## src/rtl/spi_rx_sequencer.sv

```systemverilog
// Round-robin owner of the shared soft-SPI receive path: frames 8-bit bytes and hands them downstream on valid/ready.
// Optional build macro SPI_SEQ_LSB_FIRST_EN bit-reverses each captured byte for LSB-first slaves.
module spi_rx_sequencer #(
  parameter int NUM_REQ = 4,
  parameter int LEN_W   = 3,
  parameter int IDX_W   = 2
) (
  input  logic                     SCLK,
  input  logic                     reset_n,
  input  logic [NUM_REQ-1:0]       req,
  input  logic [NUM_REQ*LEN_W-1:0] req_len,
  input  logic [7:0]               rx_data,
  output logic [NUM_REQ-1:0]       grant,
  output logic [NUM_REQ-1:0]       cs_n,
  output logic                     shift,
  output logic                     byte_valid,
  input  logic                     byte_ready,
  output logic [7:0]               byte_data,
  output logic [IDX_W-1:0]         byte_src,
  output logic                     byte_last,
  output logic                     busy,
  output logic                     done
);

  typedef enum logic [2:0] {
    IDLE     = 3'd0,
    LEAD_IN  = 3'd1,
    SHIFT    = 3'd2,
    CAPTURE  = 3'd3,
    LEAD_OUT = 3'd4
  } state_t;

  state_t             state_r, next_state_s;
  logic [IDX_W-1:0]   owner_r, owner_d, rr_ptr_r, rr_ptr_d;
  logic [IDX_W-1:0]   sel_idx_s, cand_s, byte_src_r, byte_src_d;
  logic [LEN_W-1:0]   bytes_left_r, bytes_left_d;
  logic [2:0]         bit_cnt_r, bit_cnt_d;
  logic [NUM_REQ-1:0] grant_r, grant_d, cs_n_r;
  logic [7:0]         byte_data_r, byte_data_d;
  logic               shift_r, shift_d, byte_valid_r, byte_valid_d;
  logic               byte_last_r, byte_last_d, busy_r, busy_d, done_r, done_d;
  logic               sel_found_s, slot_free_s;
  int                 rr_j_s;

  function automatic logic [7:0] capture_byte(input logic [7:0] raw);
    logic [7:0] res;
`ifdef SPI_SEQ_LSB_FIRST_EN
    for (int i = 0; i < 8; i++) begin
      res[i] = raw[7-i];
    end
`else
    res = raw;
`endif
    return res;
  endfunction

  // Round-robin pick: first requester at or above rr_ptr_r, wrapping
  always_comb begin
    sel_found_s = 1'b0;
    sel_idx_s   = {IDX_W{1'b0}};
    cand_s      = {IDX_W{1'b0}};
    rr_j_s      = 0;
    for (int k = 0; k < NUM_REQ; k++) begin
      rr_j_s = int'(rr_ptr_r) + k;
      if (rr_j_s >= NUM_REQ) begin
        rr_j_s = rr_j_s - NUM_REQ;
      end else begin
        rr_j_s = rr_j_s;
      end
      cand_s = IDX_W'(rr_j_s);
      if (!sel_found_s && req[cand_s]) begin
        sel_found_s = 1'b1;
        sel_idx_s   = cand_s;
      end else begin
        sel_found_s = sel_found_s;
      end
    end
  end

  assign slot_free_s = !byte_valid_r || byte_ready;

  // State register
  always_ff @(posedge SCLK) begin
    if (!reset_n) begin
      state_r <= IDLE;
    end else begin
      state_r <= next_state_s;
    end
  end

  // Next-state logic
  always_comb begin
    next_state_s = state_r;
    case (state_r)
      IDLE: begin
        if (sel_found_s) next_state_s = LEAD_IN;
        else             next_state_s = IDLE;
      end
      LEAD_IN: next_state_s = SHIFT;
      SHIFT: begin
        if (bit_cnt_r == 3'd7) next_state_s = CAPTURE;
        else                   next_state_s = SHIFT;
      end
      CAPTURE: begin
        if (!slot_free_s)                         next_state_s = CAPTURE;
        else if (bytes_left_r != {LEN_W{1'b0}})   next_state_s = SHIFT;
        else                                      next_state_s = LEAD_OUT;
      end
      LEAD_OUT: next_state_s = IDLE;
      default:  next_state_s = IDLE;
    endcase
  end

  // Next values of datapath registers and registered outputs
  always_comb begin
    owner_d      = owner_r;
    rr_ptr_d     = rr_ptr_r;
    bytes_left_d = bytes_left_r;
    bit_cnt_d    = bit_cnt_r;
    grant_d      = grant_r;
    byte_data_d  = byte_data_r;
    byte_src_d   = byte_src_r;
    byte_last_d  = byte_last_r;
    done_d       = 1'b0;
    if (byte_valid_r && byte_ready) byte_valid_d = 1'b0;
    else                            byte_valid_d = byte_valid_r;
    case (state_r)
      IDLE: begin
        if (sel_found_s) begin
          owner_d      = sel_idx_s;
          bytes_left_d = req_len[sel_idx_s*LEN_W +: LEN_W];
          grant_d      = {{(NUM_REQ-1){1'b0}}, 1'b1} << sel_idx_s;
        end else begin
          grant_d      = {NUM_REQ{1'b0}};
        end
      end
      LEAD_IN: bit_cnt_d = 3'd0;
      SHIFT:   bit_cnt_d = bit_cnt_r + 3'd1;
      CAPTURE: begin
        if (slot_free_s) begin
          byte_data_d  = capture_byte(rx_data);
          byte_src_d   = owner_r;
          byte_last_d  = (bytes_left_r == {LEN_W{1'b0}});
          byte_valid_d = 1'b1;
          bit_cnt_d    = 3'd0;
          if (bytes_left_r != {LEN_W{1'b0}}) bytes_left_d = bytes_left_r - LEN_W'(1'b1);
          else                               bytes_left_d = bytes_left_r;
        end else begin
          byte_valid_d = byte_valid_r;
        end
      end
      LEAD_OUT: begin
        grant_d = {NUM_REQ{1'b0}};
        done_d  = 1'b1;
        if (owner_r == IDX_W'(NUM_REQ-1)) rr_ptr_d = {IDX_W{1'b0}};
        else                              rr_ptr_d = owner_r + IDX_W'(1'b1);
      end
      default: grant_d = {NUM_REQ{1'b0}};
    endcase
    shift_d = (next_state_s == SHIFT);
    busy_d  = (next_state_s != IDLE);
  end

  // Datapath and output registers
  always_ff @(posedge SCLK) begin
    if (!reset_n) begin
      owner_r      <= {IDX_W{1'b0}};
      rr_ptr_r     <= {IDX_W{1'b0}};
      bytes_left_r <= {LEN_W{1'b0}};
      bit_cnt_r    <= 3'd0;
      grant_r      <= {NUM_REQ{1'b0}};
      cs_n_r       <= {NUM_REQ{1'b1}};
      shift_r      <= 1'b0;
      byte_valid_r <= 1'b0;
      byte_data_r  <= 8'h00;
      byte_src_r   <= {IDX_W{1'b0}};
      byte_last_r  <= 1'b0;
      busy_r       <= 1'b0;
      done_r       <= 1'b0;
    end else begin
      owner_r      <= owner_d;
      rr_ptr_r     <= rr_ptr_d;
      bytes_left_r <= bytes_left_d;
      bit_cnt_r    <= bit_cnt_d;
      grant_r      <= grant_d;
      cs_n_r       <= ~grant_d;
      shift_r      <= shift_d;
      byte_valid_r <= byte_valid_d;
      byte_data_r  <= byte_data_d;
      byte_src_r   <= byte_src_d;
      byte_last_r  <= byte_last_d;
      busy_r       <= busy_d;
      done_r       <= done_d;
    end
  end

  assign grant      = grant_r;
  assign cs_n       = cs_n_r;
  assign shift      = shift_r;
  assign byte_valid = byte_valid_r;
  assign byte_data  = byte_data_r;
  assign byte_src   = byte_src_r;
  assign byte_last  = byte_last_r;
  assign busy       = busy_r;
  assign done       = done_r;

endmodule
```

## config.mk

```make
export PLATFORM = sky130hd
export DESIGN_NAME = spi_rx_sequencer
export DESIGN_NICKNAME = d
export VERILOG_FILES = /design/src/rtl/spi_rx_sequencer.sv
export SDC_FILE = /design/constraint.sdc
export NUM_CORES = 1
export LEC_CHECK = 0
export CAP_MARGIN = 10
export CELL_PAD_IN_SITES_DETAIL_PLACEMENT = 0
export CELL_PAD_IN_SITES_GLOBAL_PLACEMENT = 1
export CORE_MARGIN = 4
export CORE_UTILIZATION = 37
export DETAILED_ROUTE_END_ITERATION = 16
export PLACE_DENSITY_LB_ADDON = 0.1
export SYNTH_ARGS = -nofsm -noshare
export SYNTH_HDL_FRONTEND = slang
export SYNTH_SLANG_ARGS = --single-unit
```

## constraint.sdc

```tcl
create_clock -name SCLK -period 4.4 [get_ports SCLK]
set_clock_uncertainty 0.05 [all_clocks]
set_input_delay 0.66 -clock SCLK [delete_from_list [all_inputs] [get_ports SCLK]]
set_output_delay 0.66 -clock SCLK [all_outputs]
set_load 0.1 [all_outputs]
```

==> results of run 1 <==
-- sequential cells by signal, summed over array words and instances, names as in the netlist, 2 cells and up --
register,flops
cs_n,4
bytes_left_r,3
byte_data,8
grant,4
rr_ptr_r,2
bit_cnt_r,3
owner_r,2
state_r,3
byte_src,2
-- path summary, 6_finish.rpt --
| path | from | endpoint | slack, ns | cells past startpoint |
|---|---|---|---|---|
| setup / recovery | byte_last$_SDFFE_PN0P_ | byte_last | 1.93 | 1 |
| hold / removal | byte_data[6]$_SDFFE_PN0P_ | byte_data[6]$_SDFFE_PN0P_ | 0.41 | 2 |
| setup reg to reg | rr_ptr_r[0]$_SDFFE_PN0P_ | grant[1]$_SDFF_PN0_ | 2.54 | 5 |
| hold reg to reg | byte_data[6]$_SDFFE_PN0P_ | byte_data[6]$_SDFFE_PN0P_ | 0.41 | 2 |
-- cell type report --
type                       count  area [µm²]
multi-input combinational    159         978
clock buffer                   7        96.3
sequential                    36         721
clock inverter                 1        30.0
fill                         451        2080
tap                           52        65.1
timing repair buffer          49         490
inverter                       3        11.3
-- cells by family after synthesis --
family | share of synthesized area
simple gates | 0.283
mux | 0.0115
fa+ha+maj | 0.0358
compound gates | 0.230
flops | 0.412
buf+inv | 0.0279
-- layout by cell type (no fill, tap or decap), types with 6 or more instances in the layout --
cell type,synthesis,routed
clkdlybuf4s50_1,0,49
a21oi_1,6,6
clkbuf_8,0,7
nor2b_1,9,9
o21ai_0,8,8
dfxtp_1,36,36
and2_1,10,10
nand2_1,42,42
nor2_1,7,7
a21boi_0,14,14
nor3_1,6,6
-- through the flow --
step                cell area, µm²  hold WS, ns  power, mW  std cells   util
floorplan                     1750        0.398      0.553        205      -
global placement              2270        0.405      0.626        299  0.506
detailed placement            2270        0.412      0.627        299  0.506
CTS                           2390        0.422      0.945        307  0.535
global route                  2390        0.443      0.975        307  0.535
finish                        2390        0.415      0.931        307  0.535
-- routing by layer --
| layer | GRT usage | vias up | wire length [µm] |
|---|---|---|---|
| met3 | 0.0398 | 2 | 213 |
| met1 | 0.183 | 681 | 1950 |
| met5 | 0 | - | 0 |
| met4 | 0.0435 | 0 | 24 |
| met2 | 0.228 | 44 | 1800 |
| li1 | - | 821 | - |
-- power breakdown --
part	internal, mW	total [mW]	leakage, nW	switching (mW)
sequential	0.348	0.363	0.293	0.0154
combinational	0.0896	0.254	0.543	0.165
clock	0.200	0.313	0.0645	0.113
total	0.638	0.931	0.901	0.293
==> results.yml, run 1 <==
final_layout:
  antennaDiodeCount: 0
  areaGrowthSynthToFinish_pct: 36.9
  num-nets-final: 286
  drive_gt1_frac: 0.0745
synth:
  yosysTopAreaCellShare: 0.412
  syn_avg_cell_area_um2: 8.53
  syn_nets: 237
  ys_seq_area_frac: 0.412
  ys_warn_count: 0
  ys_top_cells_by_count: "42 x nand2_1, 36 x dfxtp_1, 14 x a21boi_0"
  async_reset_ff_frac: 0
  yosysTopAreaCell: "dfxtp_1"
  synthFlopType: "dfxtp_1"
  ys_ff_latch: 36
  synth.area.top_cells: "dfxtp_1 41%, nand2_1 9.0%, a21boi_0 6.0%"
  synthCells: 205
  synth_edf_count: 0
  synthMostInstantiatedCell: "nand2_1"
  synth_area_um2: 1750
  synthDistinctLibCells: 47
route:
  drt_pre_antenna_iters: 4
  routed_wl_um: 3990
  wl_per_cell_um: 13.0
  antenna_left: 0
  num_vias: 1548
  vias_per_cell: 5.04
  drt_first_iter_violations: 97
  drc: 0
clock_tree:
  clockRootBuffer: "clkbuf_8"
  clkSinkCount: 36
  worstSkewPairLatency_ns: 0.28
  post_cts_buffers: 0
  htreeDepth: 2
  holdBufCountCts: 0
  clk_pin_slew_ns: 0.07
  cts_made_buffers: 5
  cts_resized: 0
  cts_buffer_depth: 2
  cts_tree: "built"
critical_path:
  required_ns: 3.69
  critPathTopFamily: "buffers and inverters"
  end_kind: "primary output"
  path_class: "register to primary output"
  critPathBufInv: 1
  cpPeakStageDelay_ns: 1.14
  worstPathArrival_ns: 1.76
  cp_max_fo: 2
  crit_chain: "clkdlybuf4s50_1"
  cp-start-kind: "register"
  slowest_stage: "clkdlybuf4s50_1"
floorplan:
  fp.coreArea_um2: 4470
  io_pins: 50
  placementRows: 24
  die_area_um2: 5890
  start_util: 0.391
  die_h_um: 76.7
  die_w_um: 76.7
global_routing:
  first_global_vias: 1433
  antenna_found_initial: 0
  grt_pass1_wl_um: 6800
  grt_usage: 0.142
  grt-ovfl-total: 0
  grt_max_degree: 29
placed_design:
  hpwl_um: 2990
  port_buffers: 49
  dp_slack_ns: 1.75
  gp_congestion: 0.821
sta:
  worst_pin_slew_ns: 0.976
  finalCritPeriodShare: 0.562
  fmax_mhz: 405
  rsz0062_at_grt: "false"
  hold_violations: 0
  finalSetupViolCount: 0
  slew_viol_final: 0
  finalSetupTns_ns: 0
  period_minus_slack_ns: 2.47
  setup_ws_ns: 1.93
  max_slew_margin: 0.347
run_status:
  status: "finished clean"
pwr:
  vdd_drop_max_uv: 176
  power_density_nw_per_um2: 389
  power.leakage_nw: 0.901
min_path:
  hp-class: "register to register"
job:
  max-cap-violations: 0
No activity file was read; power rests on OpenSTA's default activity.
==> run 2, diff against run 1 <==
CORE_UTILIZATION = 31   (was 37)
clock period = 2.26 ns   (was 4.4 ns; I/O delays follow)
==> run 2 against run 1 <==
Effect of this change: die area rose by 17%; hold slack got worse by 0.0026 ns; clock power rose by 75%; sequential share of layout area fell by 0.57 points.
==> results.yml, run 2 (synthesis gave the netlist of run 1 again) <==
critical_path:
  cp_max_fo: 5
  startpoint: "req[1]"
  reg2reg_slack_ns: 0.54
  required_ns: 2.42
  cp-start-kind: "input pin"
  reg2reg_from: "state_r[2]$_SDFF_PN0_"
  end_kind: "register"
  worstPathArrival_ns: 2.05
  worst_r2r_path_depth: 5
  reg2reg_to: "bytes_left_r[0]$_SDFFE_PN0P_"
  path_class: "input pin to register"
route:
  drc: 0
  num_vias: 1591
  wl_per_cell_um: 13.1
  dr_wl_met3_um: 223
  vias_per_cell: 4.68
  topRoutingLayerUsed: "met4"
  drt_first_iter_violations: 47
  met1_length_um: 2180
  drt_pre_antenna_iters: 4
  routed_wl_um: 4460
  antenna_left: 0
  wl_met2_um: 1990
sta:
  finalCritPeriodShare: 0.839
  finalSetupViolCount: 0
  finalSetupTns_ns: 0
  holdWs_ns: 0.412
  period_minus_slack_ns: 1.90
  slew_viol_final: 0
  fmax_mhz: 528
  max_slew_margin: 0.673
  hold_violations: 0
  rsz0062_at_grt: "false"
  worst_pin_slew_ns: 0.487
floorplan:
  fp.coreArea_um2: 5470
  start_util: 0.319
  io_pins: 50
  die_area_um2: 6900
  die_h_um: 83.1
  die_w_um: 83.1
  placementRows: 27
final_layout:
  drive_gt1_frac: 0.201
  antennaDiodeCount: 0
  mostFrequentLayoutCell: "nand2_1"
  final_cell_mix: "42 x nand2_1, 36 x dfxtp_1, 36 x buf_4"
  stdcell_area_um2: 2440
  num-nets-final: 299
  areaGrowthSynthToFinish_pct: 39.5
  largest_reg_flops: 8
pwr:
  power_mw: 1.77
  power.leakage_nw: 0.992
  pwr-share-seq: 0.400
  clkPwrFrac: 0.310
  power.internal_mw: 1.19
  switchingPower_mw: 0.584
  switching_share: 0.329
  vdd_drop_max_uv: 333
  power_frac_comb: 0.291
  power_density_nw_per_um2: 728
clock_tree:
  worstSkewPairLatency_ns: 0.28
  clk_pin_slew_ns: 0.07
  cts_made_buffers: 5
  clkSinkCount: 36
  cts_resized: 0
  clockRootBuffer: "clkbuf_8"
  post_cts_buffers: 0
  cts_tree: "built"
  cts_buffer_depth: 2
  holdBufCountCts: 0
  htreeDepth: 2
placed_design:
  place_area_um2: 2330
  hpwl_um: 3510
  gp_congestion: 0.869
  port_buffers: 49
global_routing:
  grt_max_degree: 16
  antenna_found_initial: 0
  first_global_vias: 1647
  grt_usage: 0.135
  grt_pass1_wl_um: 7710
  grt-ovfl-total: 0
min_path:
  whs_path_depth: 2
  hp-start: "byte_data[1]$_SDFFE_PN0P_"
  hold_path_end: "byte_data[1]$_SDFFE_PN0P_"
  hp-class: "register to register"
run_status:
  status: "finished clean"
job:
  max-cap-violations: 0
run 2: cell types whose count changed in the layout (fill, tap and decap cells not counted), sizes merged:
cell	delta
clkinv	+1
buf	+36
clkdlybuf4s50	-23
clkbuf	-1
run 2: worst max-delay path, cell delays in order:
cell and delay [ns]:
clkdlybuf4s50_1 0.47, or4_4 0.59, a32oi_2 0.27, and2_1 0.16, o21ai_1 0.06, a31oi_1 0.16
run 2: through the flow:
stage	cells	worst slack, ns	utilization
floorplan	205	0.228	-
detailed placement	332	0.0693	0.426
finish	340	0.365	0.446
CTS	340	0.370	0.446
global route	340	0.281	0.446
global placement	332	0.0783	0.426
run 2: power by group through the flow:
stage | clock [mW] | combinational [mW] | sequential, mW
finish | 0.549 | 0.516 | 0.709
global route | 0.587 | 0.563 | 0.715
CTS | 0.569 | 0.521 | 0.709
detailed placement | 0 | 0.519 | 0.724
global placement | 0 | 0.525 | 0.724
floorplan | 0 | 0.202 | 0.874
run 2: worst max path at each step:
stage                                   endpoint  slack [ns]  depth (start not counted)
finish              bytes_left_r[1]$_SDFFE_PN0P_        0.36                          6
global route        bytes_left_r[1]$_SDFFE_PN0P_        0.28                          6
CTS                 bytes_left_r[1]$_SDFFE_PN0P_        0.37                          6
detailed placement  bytes_left_r[1]$_SDFFE_PN0P_        0.07                          6
global placement             grant[0]$_SDFF_PN0_        0.08                          6
floorplan           bytes_left_r[1]$_SDFFE_PN0P_        0.23                          5
run 2: area by class of cell:
| class | instances | area (µm²) |
|---|---|---|
| clock buffers | 6 | 72.6 |
| clock inverters | 2 | 35.0 |
| fillers | 600 | 3030 |
| inverters | 3 | 11.3 |
| multi-input cells | 159 | 978 |
| flip-flops and latches | 36 | 721 |
| well taps | 72 | 90.1 |
| repair buffers | 62 | 531 |
run 2: metal layers:
metal	up-vias	global-route usage
li1	847	-
met1	696	0.161
met2	43	0.231
met3	5	0.0367
met4	0	0.0490
met5	-	0
==> run 3, diff against run 2 <==
clock period = 1.6 ns   (was 2.26 ns; I/O delays follow)
==> run 3 against run 2 <==
Effect of this change: utilization increased by 10 points; sequential cell count unchanged; via count increased by 7.2%; worst setup slack got worse by 0.33 ns.
==> results.yml, run 3 (synthesis gave the netlist of run 1 again) <==
clock_tree:
  clockRootBuffer: "clkbuf_8"
  worstSkewPairLatency_ns: 0.28
  cts_tree: "built"
  clkSinkCount: 36
  cts_made_buffers: 5
  holdBufCountCts: 0
  cts_buffer_depth: 2
  htreeDepth: 2
  clk_pin_slew_ns: 0.07
route:
  vias_per_cell: 4.73
  antenna_left: 0
  drt_first_iter_violations: 100
  wl_per_cell_um: 13.0
  drt_pre_antenna_iters: 4
  drc: 0
  routed_wl_um: 4710
  num_vias: 1706
global_routing:
  grt_pass1_wl_um: 8050
  grt-ovfl-total: 0
  grt_max_degree: 13
  grt_usage: 0.141
  first_global_vias: 1730
  antenna_found_initial: 0
sta:
  period_minus_slack_ns: 1.57
  max_slew_margin: 0.774
  finalSetupViolCount: 0
  worst_pin_slew_ns: 0.334
  slew_viol_final: 0
  fmax_mhz: 638
  finalCritPeriodShare: 0.980
  hold_violations: 0
  rsz0062_at_grt: "true"
run_status:
  status: "finished clean"
floorplan:
  die_area_um2: 6900
  io_pins: 50
  placementRows: 27
  die_w_um: 83.1
  fp.coreArea_um2: 5470
  start_util: 0.319
  die_h_um: 83.1
final_layout:
  areaGrowthSynthToFinish_pct: 70.9
  num-nets-final: 320
  final_cell_mix: "40 x nand2_1, 33 x buf_4, 32 x dfxtp_1"
  drive_gt1_frac: 0.339
  final-instance-count-excl-fill: 361
  largest_reg_flops: 8
  mostFrequentLayoutCell: "nand2_1"
  stdcell_area_um2: 2990
  antennaDiodeCount: 0
critical_path:
  required_ns: 1.72
  end_kind: "register"
  path_class: "register to register"
  reg2reg_to: "bytes_left_r[2]$_SDFFE_PN0P_"
  startpoint: "rr_ptr_r[0]$_SDFFE_PN0P_"
  crit_end: "bytes_left_r[2]$_SDFFE_PN0P_"
  reg2reg_slack_ns: 0.03
  worst_r2r_path_depth: 5
  reg2reg_from: "rr_ptr_r[0]$_SDFFE_PN0P_"
  cp-start-kind: "register"
  worstPathArrival_ns: 1.69
  cp_max_fo: 5
placed_design:
  gp_congestion: 0.898
  dp.cells: 352
  hpwl_um: 3660
  port_buffers: 49
  place_area_um2: 2790
pwr:
  power.leakage_nw: 1.21
  power_density_nw_per_um2: 895
  vdd_drop_max_uv: 521
min_path:
  hp-class: "register to register"
job:
  max-cap-violations: 0
-- run 3: changes by cell type in the layout (fill, tap and decap cells not counted), sizes merged --
cell,change
buf,+21
bufinv,-1
clkbuf,+1
clkdlybuf4s15,+2
clkdlybuf4s50,-4
clkinv,-1
clkinvlp,+1
dlygate4sd2,+2
-- run 3: layout make-up --
type	instances	area [µm²]
fillers	553	2480
multi-input cells	159	1080
repair buffers	83	986
flip-flops and latches	36	728
well taps	72	90.1
clock buffers	7	86.3
inverters	3	11.3
clock inverters	1	7.51
-- run 3: stage by stage --
step	utilization	hold WS [ns]	TNS [ns]	power, mW	setup slack [ns]
6_report	0.546	0.437	0	2.68	0.0325
5_1_grt	0.546	0.478	-0.0965	2.82	-0.0563
4_1_cts	0.532	0.449	0	2.66	0.00222
3_5_place_dp	0.509	0.439	-7.88	1.94	-0.501
3_3_place_gp	0.509	0.437	-7.39	1.95	-0.502
2_1_floorplan	-	0.332	0	1.52	0.0126
-- run 3: layer usage --
layer / routed length [µm] / vias up / GRT usage
met3: 213 / 5 / 0.0327
met4: 43 / 0 / 0.0535
met2: 2320 / 41 / 0.231
li1: - / 886 / -
met1: 2130 / 774 / 0.179
met5: 0 / - / 0
-- run 3: power breakdown --
part           switching [mW]  internal (mW)  leakage, nW
Combinational           0.519          0.461        0.866
Clock                   0.329          0.350       0.0445
Sequential             0.0577          0.958        0.295
-- run 3: repair_timing --
action / 4_1_cts / 5_1_grt
resized for setup: 13 / 23
endpoints found under the setup margin: 11 / 16
pin swaps: 3 / 5
setup buffers: 0 / 1
endpoints found under the hold margin: 0 / 0
-- run 3: how the worst min path moves through the flow --
| stage | startpoint | to | depth (start not counted) | slack, ns |
|---|---|---|---|---|
| floorplan | reset_n | bytes_left_r[1]$_SDFFE_PN0P_ | 2 | 0.33 |
| global placement | byte_data[2]$_SDFFE_PN0P_ | byte_data[2]$_SDFFE_PN0P_ | 2 | 0.44 |
| detailed placement | owner_r[1]$_SDFFE_PN0P_ | byte_src[1]$_SDFFE_PN0P_ | 2 | 0.44 |
| CTS | owner_r[1]$_SDFFE_PN0P_ | byte_src[1]$_SDFFE_PN0P_ | 2 | 0.45 |
| global route | byte_data[7]$_SDFFE_PN0P_ | byte_data[7]$_SDFFE_PN0P_ | 2 | 0.48 |
| finish | owner_r[1]$_SDFFE_PN0P_ | byte_src[1]$_SDFFE_PN0P_ | 2 | 0.44 |
-- run 3: worst max-delay path, cell delays in order (launching register included) --
cell and delay (ns):
dfxtp_2 0.33, and2b_2 0.25, or3_4 0.39, a21oi_4 0.19, and3_1 0.18, o31ai_1 0.06
==> patch 1: new RTL, config.mk and constraints of run 1 <==
`byte_data_r` no longer has a reset.
--- a/src/rtl/spi_rx_sequencer.sv
+++ b/src/rtl/spi_rx_sequencer.sv
@@ -172,7 +172,6 @@
       cs_n_r       <= {NUM_REQ{1'b1}};
       shift_r      <= 1'b0;
       byte_valid_r <= 1'b0;
-      byte_data_r  <= 8'h00;
       byte_src_r   <= {IDX_W{1'b0}};
       byte_last_r  <= 1'b0;
       busy_r       <= 1'b0;
@@ -186,12 +185,15 @@
       cs_n_r       <= ~grant_d;
       shift_r      <= shift_d;
       byte_valid_r <= byte_valid_d;
-      byte_data_r  <= byte_data_d;
       byte_src_r   <= byte_src_d;
       byte_last_r  <= byte_last_d;
       busy_r       <= busy_d;
       done_r       <= done_d;
     end
+  end
+
+  always_ff @(posedge SCLK) begin
+    byte_data_r <= byte_data_d;
   end
 
   assign grant      = grant_r;
Function: no difference found for any inputs over 10 cycles, from zero or initial values and one cycle with reset_n low; that may be too few to reach the edited logic, so the function may still have changed.
==> patch 1 against run 1 <==
- synthesized area is 3.0% lower
- total power down 7.6%
- count of clock-buffer cells in the layout unchanged
- routed wire length rose by 5.6%
- sequential cell count unchanged
- worst setup slack worse by 0.0048 ns
- design area is 3.9% lower
- first-iteration DRC count down 25%
- largest cell class unchanged
==> patch 1: results (changes against run 1) <==
Outcome
  – Outcome: completed

Critical path
  – Critical R2R Launch: state_r[2]
  – Worst Reg2Reg Path Length in Cells: 3 (-2)
  – R2r setup slk: 2.37 ns (-0.17 ns)
  – R2R Path End: byte_data[1]

Detailed routing
  – First-pass DRT Iterations: 4 (unchanged)
  – Via density: 5.30 (+5.0%)
  – Avg WL per Cell: 15.0 um (+16%)
  – Iteration-0 DRC Markers: 73 (-25%)
  – Vias: 1483 (-4.2%)

Global routing
  – GRT Util Overall: 0.163 (+0.0210)
  – Initial antenna violation count: 0 (unchanged)
  – First-pass GRT wire length: 6980 um (+2.6%)
  – Largest net degree at the start of global routing: 13 (-55%)

Clocking
  – Num CTS Buffers: 5 (unchanged)
  – Root Buffer: clkbuf_8

Power and ir drop
  – LEAKAGE: 0.000835 uW (-7.4%)
  – VDD IR max: 0.159 mV (-9.8%)
  – Internal: 560 uW (-12%)

Hold path
  – Worst hold start: grant[2]
  – Worst hold path class: reg -> reg
  – End of the worst hold path: grant[2]

Final layout
  – FILL cells: 402 (-11%)
  – Nets@finish: 259 (-9.4%)
  – Share of layout cells above drive strength 1: 0.0789 (+0.00444)

Synth
  – Adder-cell area share of the yosys netlist: 0.0369 (+0.00111)
  – Synth Area in XOR/XNOR: 0.00517 (+0.00517)
  – Mux cell area share after synthesis: 0.0185 (+0.00700)
  – Sequential share of the synthesized area: 0.472 (+0.0600)
  – Synth Area in Compound Gates: 0.217 (-0.0128)
  – Library cells used by synthesis: 54 (+15%)
  – Synth top area cells: dfxtp_1 (33%), edfxtp_1 (14%), a21oi_1 (4.4%)
  – Post-synth EDFFs: 8 (+8)
  – Syn_area_per_cell: 9.47 um^2 (+11%)
  – Net Count, Synth: 211 (-11%)
  – Synth top cells by count: dfxtp_1 (28), nand2_1 (19), a21oi_1 (15)

STA
  – Worst-margin pin slew: 0.974 ns (-0.00247 ns)
  – Setup ws final: 1.92 ns (-0.00475 ns)
  – Final hold slack: 0.432 ns (+0.0174 ns)

Placed design
  – Inst Count DP: 272 (-9.0%)
  – # port buffers: 49 (unchanged)
  – Pre-CTS setup slack: 1.84 ns (+0.0898 ns)
  – Placer Congestion: 0.799 (-2.6%)
  – Hpwl dp: 3230 um (+7.9%)
patch 1: cell types whose count changed after synthesis, moves of 3 or more:
cell      change
a21boi_0     -12
and2_1        -8
nand2_1      -23
dfxtp_1       -8
a21oi_1       +9
edfxtp_1      +8
nor2b_1       -3
patch 1: layout make-up:
cell class	count	share of cell area
clock buffers	7	0.0332
clock inverters	1	0.00218
inverters	6	0.00980
multi-input cells	129	0.365
flip-flops and latches	36	0.348
well taps	52	0.0283
repair buffers	49	0.213
patch 1: worst register-to-register path, delay by kind of cell (launching register included):
family	cells	cell delay, ns
flops	1	0.43
simple gates	3	1.18
patch 1: cell families (layout without fill, tap and decap cells):
| logic type | after synthesis | in the layout |
|---|---|---|
| DFF | 36 | 36 |
| and+or+nand+nor | 67 | 67 |
| adders and majority gates | 5 | 5 |
| muxes | 3 | 3 |
| buffers and inverters | 14 | 63 |
| xor gates and xnor gates | 1 | 1 |
| AOI/OAI and AO/OA | 53 | 53 |
patch 1: power by group through the flow:
stage / clock [uW] / combinational (uW) / sequential (uW)
after floorplan: 0 / 111 / 460
after global placement: 0 / 251 / 387
after detailed placement: 0 / 255 / 388
after CTS: 232 / 256 / 381
after global routing: 244 / 273 / 384
final: 224 / 255 / 381
patch 1: layer usage:
metal  global-route usage  up-vias  share of wire  wire length (um)
met3               0.0462       10          0.060               254
li1                     -      744              -                 -
met5                    0        -              0                 0
met2                0.269       50           0.49              2050
met1                0.197      679           0.43              1830
met4               0.0699        0          0.018                76
patch 1: how the worst max path moves through the flow:
stage | from | end | cells past startpoint
2_1_floorplan | byte_valid | state_r[0] | 6
3_3_place_gp | req[2] | bytes_left_r[0] | 6
3_5_place_dp | byte_ready | bytes_left_r[1] | 6
4_1_cts | byte_src[1] | byte_src[1] | 1
5_1_grt | grant[3] | grant[3] | 1
6_report | grant[0] | grant[0] | 1
patch 1: metrics by stage:
step	util	instance area, um^2	power (uW)
after detailed placement	0.506	2220	643
after floorplan	-	1700	571
after global placement	0.506	2220	638
final	0.524	2300	859
after global routing	0.524	2300	902
after CTS	0.524	2300	869
==> patch 2: new RTL, flow settings as in run 1 <==
Without the edit above. `NUM_REQ`: 4 -> 8.
--- a/src/rtl/spi_rx_sequencer.sv
+++ b/src/rtl/spi_rx_sequencer.sv
@@ -1,7 +1,7 @@
 // Round-robin owner of the shared soft-SPI receive path: frames 8-bit bytes and hands them downstream on valid/ready.
 // Optional build macro SPI_SEQ_LSB_FIRST_EN bit-reverses each captured byte for LSB-first slaves.
 module spi_rx_sequencer #(
-  parameter int NUM_REQ = 4,
+  parameter int NUM_REQ = 8,
   parameter int LEN_W   = 3,
   parameter int IDX_W   = 2
 ) (
Ports: changed (resized cs_n, grant, req and req_len); port bits go from 50 to 74. The function was not compared with the original's and may differ.
==> patch 2 against run 1 <==
- total power is 6.4% higher
- sequential cell count is 8 higher
- routed wire length is 3.6% higher
- synthesized area is 6.2% higher
- synthesized cell count is 1.5% lower
- die area is 5.6% higher
- design area is 7.6% higher
- non-clock buffer count is 8 higher
- worst setup slack worse by 0.083 ns
- largest power group unchanged
==> patch 2: results (changes against run 1) <==
Outcome
  – Outcome: completed

Synth
  – Cells after Synth: 202 (-1.5%)
  – Library cells used by synthesis: 39 (-17%)
  – Synth top cells by count: dfxtp_1 (44), nand2_1 (36), a21boi_0 (13)
  – Net Count, Synth: 250 (+5.5%)
  – Sequential share of the synthesized area: 0.474 (+0.0621)
  – Synth top area cells: dfxtp_1 (47%), nand2_1 (7.3%), a21boi_0 (5.3%)
  – Synth Warn #: 0 (unchanged)

Clocking
  – Clk_lat worst skew: 0.29 ns
  – Root Buffer: clkbuf_8
  – Clock Tree Buf Depth: 2 (unchanged)

Global routing
  – First-pass GRT wire length: 7180 um (+5.5%)
  – Vias in the first global route: 1576 (+10%)
  – GRT Util Overall: 0.143 (+0.00171)

Power and ir drop
  – LEAKAGE: 0.000976 uW (+8.3%)
  – Seq pwr: 439 uW (+21%)
  – Internal: 676 uW (+6.0%)
  – Reg power frac: 0.444 (+0.053)
  – Combinational cell power: 240 uW (-6%)
  – VDD IR max: 0.269 mV (+52%)

Critical path
  – R2R Path End: bytes_left_r[1]
  – Slowest CP cell: mux4_2
  – End of the critical path: bytes_left_r[1]
  – R2r setup slk: 2.30 ns (-0.24 ns)
  – CP Max Fanout: 7 (+5)
  – Critical Path AT: 2.70 ns (+0.94 ns)
  – Critical R2R Launch: rr_ptr_r[1]
  – CP top delay family: multiplexers
  – Crit path from: req[0]
  – Max stage delay on crit path: 0.56 ns (-0.58 ns)

STA
  – Period minus WS final: 2.55 ns (+0.0835 ns)
  – Worst-margin pin slew: 0.997 ns (+0.0202 ns)
  – Final hold slack: 0.360 ns (-0.0549 ns)

Hold path
  – End of the worst hold path: cs_n[7]
  – Worst hold start: grant[7]
  – Hold Crit Depth: 1 (-1)
  – Worst hold path class: reg -> reg

Placed design
  – # port buffers: 57 (+16%)
  – Post-DP Area: 2460 um^2 (+8.5%)
  – Hpwl dp: 3060 um (+2.2%)
  – Pre-CTS setup slack: 1.54 ns (-0.208 ns)
  – Placer Congestion: 0.807 (-1.6%)

Final layout
  – Final Non-Filler Cells: 324 (+5.5%)
  – Finished layout cell area: 2570 um^2 (+7.6%)
  – Nets@finish: 304 (+6.3%)
  – Ant. Diodes: 0 (unchanged)
  – Share of layout cells above drive strength 1: 0.0467 (-0.0278)
  – FILL cells: 471 (+4.4%)

Detailed routing
  – Vias: 1549 (+0.065%)
  – Iteration-0 DRC Markers: 44 (-55%)
  – Final WL: 4140 um (+3.6%)
-- patch 2: cell count changes after synthesis, moves of 3 or more --
cell | before | now
nor3b_1 | 0 | 3
clkbuf_1 | 3 | 8
o21ai_0 | 8 | 2
dfxtp_1 | 36 | 44
inv_1 | 3 | 7
and3_1 | 5 | 2
a2111oi_0 | 0 | 3
nand2_1 | 42 | 36
nor3_1 | 6 | 2
-- patch 2: final cells by class --
type	count	area share
multi-input combinational	141	0.348
sequential	44	0.342
timing repair buffer	57	0.222
tap	67	0.0326
clock buffer	5	0.0267
clock inverter	3	0.0185
inverter	7	0.0102
-- patch 2: kinds of logic after synthesis --
logic type      synth area share
fa+ha+maj                 0.0337
xor+xnor                 0.00472
compound gates             0.182
buf+inv                   0.0425
simple gates               0.228
flops                      0.474
mux                       0.0344
-- patch 2: layer usage --
layer  vias up  track usage  routed length (um)
met3         6       0.0533                 337
met1       686        0.180                1980
li1        815            -                   -
met2        42        0.228                1760
met5         -            0                   0
met4         0       0.0464                  55
